File: src/rtl/dc_launch_scheduler.sv
// Launch scheduler: tracks armed DAC channels and, on a START command, waits a
// start delay then pulses the latched channel mask a programmed number of times.
module dc_launch_scheduler #(
  parameter int DAC_CHANNEL = 24
) (
  input  logic                   i_clk,
  input  logic                   i_rst_n,
  input  logic                   i_valid_frame,
  input  logic [4:0]             i_channel_sel,
  input  logic [3:0][31:0]       i_launch_cmd,
  input  logic                   i_launch_valid,
  output logic [DAC_CHANNEL-1:0] o_dac_load,
  output logic [DAC_CHANNEL-1:0] o_armed,
  output logic                   o_busy,
  output logic                   o_done,
  output logic                   o_err,
  output logic [31:0]            o_fire_cnt
);

  typedef enum logic [1:0] {S_IDLE, S_DELAY, S_FIRE, S_PERIOD} state_t;
  localparam logic [7:0] OP_START = 8'h01;
  localparam logic [7:0] OP_ABORT = 8'h02;

  state_t                 state_q, state_d;
  logic                   lv_q, lv_d;
  logic [DAC_CHANNEL-1:0] armed_q, armed_d;
  logic [DAC_CHANNEL-1:0] mask_q, mask_d;
  logic [DAC_CHANNEL-1:0] dac_load_q, dac_load_d;
  logic                   busy_q, busy_d;
  logic                   done_q, done_d;
  logic                   err_q, err_d;
  logic [31:0]            fire_cnt_q, fire_cnt_d;
  logic [31:0]            rep_q, rep_d;
  logic [31:0]            per_q, per_d;
  logic [31:0]            cnt_q, cnt_d;

  logic                   cmd_edge;
  logic [7:0]             opcode;
  logic [23:0]            cmd_mask;
  logic [23:0]            armed_ext;
  logic                   fire;
  logic                   clr_armed;

  always_comb begin
    state_d    = state_q;
    lv_d       = i_launch_valid;
    armed_d    = armed_q;
    mask_d     = mask_q;
    dac_load_d = '0;
    done_d     = 1'b0;
    err_d      = 1'b0;
    fire_cnt_d = fire_cnt_q;
    rep_d      = rep_q;
    per_d      = per_q;
    cnt_d      = cnt_q;
    fire       = 1'b0;
    clr_armed  = 1'b0;

    cmd_edge  = i_launch_valid & ~lv_q;
    opcode    = i_launch_cmd[0][31:24];
    cmd_mask  = i_launch_cmd[0][23:0];
    // Mask bits above the implemented channels read as unarmed, forcing a reject.
    armed_ext = 24'(armed_q);

    if (cmd_edge && opcode == OP_ABORT && state_q != S_IDLE) begin
      state_d = S_IDLE;
    end else begin
      if (cmd_edge && opcode != OP_START && opcode != OP_ABORT) err_d = 1'b1;
      if (cmd_edge && opcode == OP_START && state_q != S_IDLE) err_d = 1'b1;

      case (state_q)
        S_IDLE: begin
          if (cmd_edge && opcode == OP_START) begin
            if (i_launch_cmd[3] == 32'd0 || cmd_mask == 24'd0 ||
                (cmd_mask & ~armed_ext) != 24'd0) begin
              err_d = 1'b1;
            end else begin
              mask_d     = cmd_mask[DAC_CHANNEL-1:0];
              per_d      = i_launch_cmd[2];
              rep_d      = i_launch_cmd[3];
              fire_cnt_d = 32'd0;
              if (i_launch_cmd[1] == 32'd0) begin
                state_d    = S_FIRE;
                dac_load_d = cmd_mask[DAC_CHANNEL-1:0];
                fire_cnt_d = 32'd1;
              end else begin
                state_d = S_DELAY;
                cnt_d   = i_launch_cmd[1];
              end
            end
          end
        end
        S_DELAY: begin
          if (cnt_q == 32'd1) fire = 1'b1;
          else cnt_d = cnt_q - 32'd1;
        end
        S_FIRE: begin
          if (fire_cnt_q == rep_q) begin
            state_d   = S_IDLE;
            done_d    = 1'b1;
            clr_armed = 1'b1;
          end else if (per_q <= 32'd1) begin
            fire = 1'b1;
          end else begin
            state_d = S_PERIOD;
            cnt_d   = per_q - 32'd1;
          end
        end
        S_PERIOD: begin
          if (cnt_q == 32'd1) fire = 1'b1;
          else cnt_d = cnt_q - 32'd1;
        end
        default: state_d = S_IDLE;
      endcase

      // The strobe is registered on entry to FIRE so it appears in the FIRE cycle.
      if (fire) begin
        state_d    = S_FIRE;
        dac_load_d = mask_q;
        fire_cnt_d = fire_cnt_q + 32'd1;
      end
    end

    if (clr_armed) armed_d = armed_q & ~mask_q;
    for (int i = 0; i < DAC_CHANNEL; i++) begin
      if (i_valid_frame && i_channel_sel == 5'(i)) armed_d[i] = 1'b1;
    end

    busy_d = (state_d != S_IDLE);
  end

  always_ff @(posedge i_clk or negedge i_rst_n) begin
    if (!i_rst_n) begin
      state_q    <= S_IDLE;
      lv_q       <= 1'b0;
      armed_q    <= '0;
      mask_q     <= '0;
      dac_load_q <= '0;
      busy_q     <= 1'b0;
      done_q     <= 1'b0;
      err_q      <= 1'b0;
      fire_cnt_q <= 32'd0;
      rep_q      <= 32'd0;
      per_q      <= 32'd0;
      cnt_q      <= 32'd0;
    end else begin
      state_q    <= state_d;
      lv_q       <= lv_d;
      armed_q    <= armed_d;
      mask_q     <= mask_d;
      dac_load_q <= dac_load_d;
      busy_q     <= busy_d;
      done_q     <= done_d;
      err_q      <= err_d;
      fire_cnt_q <= fire_cnt_d;
      rep_q      <= rep_d;
      per_q      <= per_d;
      cnt_q      <= cnt_d;
    end
  end

  assign o_dac_load = dac_load_q;
  assign o_armed    = armed_q;
  assign o_busy     = busy_q;
  assign o_done     = done_q;
  assign o_err      = err_q;
  assign o_fire_cnt = fire_cnt_q;

endmodule

File: config.mk
export PLATFORM = sky130hd
export DESIGN_NAME = dc_launch_scheduler
export DESIGN_NICKNAME = d
export VERILOG_FILES = /design/src/rtl/dc_launch_scheduler.sv
export SDC_FILE = /design/constraint.sdc
export NUM_CORES = 1
export LEC_CHECK = 0
export BUFFER_PORTS_ARGS = -buffer_cell sky130_fd_sc_hd__buf_2
export CORE_UTILIZATION = 50
export DETAILED_ROUTE_END_ITERATION = 6
export PLACE_DENSITY = 0.74
export SYNTH_ARGS = -nofsm -noshare
export SYNTH_HDL_FRONTEND = slang
export SYNTH_SLANG_ARGS = --single-unit
File: constraint.sdc
create_clock -name i_clk -period 4.28 [get_ports i_clk]
set_clock_uncertainty 0.1 [all_clocks]
set_input_delay 0 -clock i_clk [delete_from_list [all_inputs] [get_ports i_clk]]
set_output_delay 0 -clock i_clk [all_outputs]
set_load 0.01 [all_outputs]
======== After elaboration in Yosys (flattened, before gate mapping) ========
Cells that the tools add are included.
storage, ports and cells
  word-level logic and storage cells ...... 221
  input bits .............................. 137
  register bits ........................... 206
  output and inout port bits .............. 83
operators by class
  muxes and demuxes ....................... 65
  equality and inequality tests ........... 39
  reduce and logical (&&, ||, !) cells .... 70
  $add $sub $neg .......................... 3
  order comparisons ....................... 1
  bitwise gates (word level) .............. 8
operators by type and width
  cell                   number
  $mux 32                10
  $mux 24                7
  $pmux 32 s3            1
  $logic_not 32->1       2
  $sub 32x1->32 const B  2
  $reduce_bool 2->1      28
  $and 24x24->24         2
  $not 24->24            2
  $eq 5x4->1 const B     8
  $eq 5x5->1 const B     8
  $mux 1                 38
  $add 32x1->32 const B  1
  $eq 32x1->1 const B    1
  $eq 32x32->1           1
  $le 32x1->1 const B    1
  $logic_and 1x1->1      30
  $logic_not 24->1       1
  $reduce_bool 24->1     1
  $eq 5x3->1 const B     4
  $mux 2                 7
  $ne 2x2->1 const B     6
  $eq 5x2->1 const B     2
  $eq 8x1->1 const B     1
  $eq 8x2->1 const B     1
  16 further kinds       21

======== Depth between registers and ports, before layout ========
  depth after elaboration ................. 10
  mapped depth ............................ 13

======== Least setup slack after synthesis ========
Ideal clock, no wire load.
  path kind ............................... flip-flop to flip-flop
  start ................................... reg per_q[16]
  end ..................................... reg cnt_q[19]
  arrival time ............................ 2741 ps
  buffers on the path ..................... 3
  stages on the path, launching flop included .. 11
  required time ........................... 4054 ps
  clock period less this slack ............ 2967 ps
  path slack .............................. 1313 ps
  cell sequence ........................... dfrtp_1 or4_4 or4_4 or2_1 buf_6 o31a_1 nand4bb_2 buf_6 buf_6 o21ai_1 a221o_1
between the ends
  cells in the longest elaborated chain, start to end .. 4
ends and longest elaborated chain
  what                      line  source
  start: declaration        34    logic [31:0] per_q, per_d;
  start signal: assignment  157   per_q <= per_d;
  $sub 32x1->32             106   cnt_d = per_q - 32'd1;
  $mux 32                   102   end else if (per_q <= 32'd1) begin
  $mux 32                   98    if (fire_cnt_q == rep_q) begin
  $pmux 32 s3               71    case (state_q)
  end signal: assignment    158   cnt_q <= cnt_d;
  end: declaration          35    logic [31:0] cnt_q, cnt_d;
Several ways; a longest one is shown, not always the timed one. The select of a mux whose other input is x is not followed.
A chain may end at the register's enable or synchronous reset.

======== Worst setup path in the final report ========
  start ................................... reg cnt_q[21]
  end ..................................... reg cnt_q[7]
between the ends
  cells in the longest elaborated chain, start to end .. 3
ends and longest elaborated chain
  what                               line
  $eq 32x1->1                        94, 110
  $ne 2x2->1 (no source line)        -
  $reduce_and 7->1 (no source line)  -
No other way between the ends.

==> run_results.csv <==
group,metric,value,unit
outcome,status,"completed",
layout,num-nets-final,1696,
routing,viasPerCell,5.92,
clocking,cts-root-buf,"clkbuf_16",
synthesis,avgSynthCellArea,8.98,um^2
job,maxCapViolations,0,
floorplanning,start_util,0.517,
routing,dr_total_vias,10900,
sta,rsz0062_at_grt,"no",
synthesis,synth-async-reset-ratio,1.00,
layout,post-route-util,0.679,
grt,grt_pass1_wl,55400,um
synthesis,synth_seq_cells,206,
layout,multiInputGateArea,0.00554,mm^2
power,leakage,7.05,nW
clocking,clock_latency,0.52,ns
floorplanning,core_area,0.0213,mm^2
floorplanning,ios,220,
sta,fin_setup_tns,0,ns
synthesis,synth_edf_count,0,
synthesis,syn-num-nets,1367,
synthesis,synth-seq-area-share,0.468,
clocking,clk_pin_slew,0.07,ns
floorplanning,fp.dieH,150,um
clocking,clock_sinks,206,
clocking,cts_inserted_buffers,23,
clocking,cts_tree,"done",
worst_setup_path,cp.arrival,3.96,ns
worst_setup_path,crit_type,"flip-flop to flip-flop",
sta,slew_violations,0,
grt,antenna_found_initial,1,
worst_setup_path,cp-startpoint,"cnt_q[21]$_DFFE_PN0P_",
floorplanning,rows,53,
sta,finalSetupViolations,0,
clocking,clock_path_buffers,3,
placed_design,gp_congestion,0.943,
synthesis,synth_warnings,0,
placed_design,io_buffers,219,
worst_setup_path,rr_startpoint,"cnt_q[21]$_DFFE_PN0P_",
sta,worstMarginPinSlew,1.03,ns
worst_setup_path,end_kind,"flip-flop",
worst_setup_path,worstPathRequired,4.60,ns
layout,post_route_cells_drive_above_1_share,0.202,
placed_design,placed_cell_area,0.0123,mm^2
grt,track_usage,0.314,
routing,antenna_left,0,
power,p_per_area,388,mW/mm^2
synthesis,yosys-top-cells-area,"dfrtp_1, nand2_1, xor2_1",
grt,grt_pass1_vias,10600,
worst_setup_path,path_max_fanout,30,
grt,grt_max_degree,122,
layout,finalInstanceArea,0.0145,mm^2
sta,fmax,0.275,GHz
sta,hold_viol,0,
routing,firstDrtPassIters,5,
min_path,worstHoldStart,"i_launch_cmd[52]",
routing,first_iter_violations,680,
sta,period_share,0.848,
synthesis,synthCells,1225,
routing,drt-total-wl,35100,um
routing,route.detailed.drc,0,
floorplanning,die_x,150,um
worst_setup_path,startpoint_type,"flip-flop",
power,vdd_drop_max,0.360,mV
layout,ff_latch_area,0.00516,mm^2
layout,area.growth.synth_to_final,31.4,%
placed_design,dpl.hpwl,23200,um
sta,relSlewSlack,0.313,
synthesis,synth_ff_type,"dfrtp_1",
layout,fillers,1624,
floorplanning,die_area,0.0226,mm^2
routing,wl_per_cell,19.0,um
synthesis,synth_top_area_frac,0.468,
min_path,hp-class,"input port to flip-flop",
synthesis,synth_top_area_cell,"dfrtp_1",
synthesis,syn_area,0.0110,mm^2
clocking,cts_setup_buffers,0,
sta,min_period,3.63,ns
grt,grt-ovfl-total,0,
clocking,cts.htree.levels,1,
synthesis,synth.distinct_cells,64,
## routing by layer
layer | global-route usage | up-vias | share of wire
li1 | - | 5035 | -
met1 | 0.419 | 5269 | 0.41
met2 | 0.510 | 533 | 0.47
met3 | 0.0524 | 105 | 0.082
met4 | 0.120 | 0 | 0.037
met5 | 0 | - | 0
## path summary, 6_finish.rpt
path                       cells past startpoint                      end  slack [ns]
max in group asynchronous                      3    per_q[19]$_DFFE_PN0P_        2.94
max reg2reg                                    9     cnt_q[7]$_DFFE_PN0P_        0.65
min                                            5    cnt_q[20]$_DFFE_PN0P_        0.05
max                                            9     cnt_q[7]$_DFFE_PN0P_        0.65
min in group asynchronous                      2  o_dac_load[8]$_DFF_PN0_        0.10
min reg2reg                                    2    rep_q[25]$_DFFE_PN0P_        0.39
## critical path, cell delays in order (launching register included)
cell	delay, ns
dfrtp_1	0.42
or3_1	0.40
nor3_1	0.48
nand2_1	0.20
or4_1	0.62
o31a_1	0.16
nand4bb_2	0.35
inv_2	0.34
and4_1	0.30
nor3_1	0.16
## cells in the mapped netlist, drive strengths merged (2+ instances only)
master,count
a2111o,3
a2111oi,14
a211o,3
a211oi,7
a21o,2
a21oi,25
a22o,37
a2bb2oi,2
a31oi,5
a32o,9
and2,5
and3,18
and4,6
buf,14
clkbuf,48
dfrtp,206
ha,5
inv,14
mux2,24
nand2,263
nand2b,14
nand3,37
nand3b,4
nand4,25
nor2,96
nor2b,26
nor3,57
nor4,67
nor4b,5
o211ai,3
o21ai,33
o22ai,10
o2bb2ai,3
o311ai,3
o31a,2
o31ai,3
or2,8
or3,16
or4,7
xnor2,27
xor2,55
## cells by family (layout without fill, tap and decap cells)
kind of cell | after synthesis | in the layout | share of synthesized area
other | 0 | 1 | 0
and+or+nand+nor | 658 | 658 | 0.290
DFF | 206 | 206 | 0.468
buffers and inverters | 76 | 422 | 0.0306
AOI/OAI and AO/OA | 173 | 173 | 0.115
xor gates and xnor gates | 82 | 82 | 0.0653
muxes | 25 | 25 | 0.0255
adders and majority gates | 5 | 5 | 0.00569
## layout make-up
type / instances / area share
multi-input combinational: 943 / 0.383
sequential: 206 / 0.357
timing repair buffer: 366 / 0.177
clock buffer: 34 / 0.0468
tap: 275 / 0.0238
clock inverter: 8 / 0.00857
inverter: 14 / 0.00363
antenna: 1 / 0.000173
## power by group
part           total [mW]  internal [mW]  switching [mW]
sequential           2.39           2.14           0.248
clock                2.10           1.28           0.820
combinational        1.13          0.521           0.605
## through the flow
step	power, mW	hold slack, ns	setup WS [ns]	instances
after floorplan	2.99	-0.396	1.31	1225
after global placement	3.38	0.0276	0.826	1673
after detailed placement	3.42	0.0305	0.716	1673
after CTS	5.61	0.0136	0.707	1846
after global routing	5.88	0.0633	0.398	1847
final	5.61	0.0510	0.649	1847
## timing repair
item,CTS,global route
gates resized for setup,0,0
hold endpoints to repair,287,0
hold buffers,131,0
## flip-flops by register name, indices dropped and copies added, names as in the netlist
| name | cells |
|---|---|
| o_done | 1 |
| state_q | 2 |
| rep_q | 32 |
| lv_q | 1 |
| o_armed | 24 |
| per_q | 32 |
| o_fire_cnt | 32 |
| o_err | 1 |
| mask_q | 24 |
| cnt_q | 32 |
| o_busy | 1 |
| o_dac_load | 24 |
## placed cells by master (no fill, tap or decap), drive strengths merged, types with 7 or more instances in the layout
master / synthesis / layout
nor3: 57 / 57
or3: 16 / 16
nor2b: 26 / 26
a21oi: 25 / 25
buf: 14 / 234
dlygate4sd3: 0 / 131
nand3: 37 / 37
xor2: 55 / 55
nand2b: 14 / 14
or4: 7 / 7
a211oi: 7 / 7
o22ai: 10 / 10
o21ai: 33 / 33
a2111oi: 14 / 14
nand2: 263 / 263
nand4: 25 / 25
xnor2: 27 / 27
nor4: 67 / 67
and3: 18 / 18
nor2: 96 / 96
clkbuf: 48 / 35
inv: 14 / 15
or2: 8 / 8
dfrtp: 206 / 206
mux2: 24 / 24
a32o: 9 / 9
a22o: 37 / 37
Power figures use the tool's default switching activity.
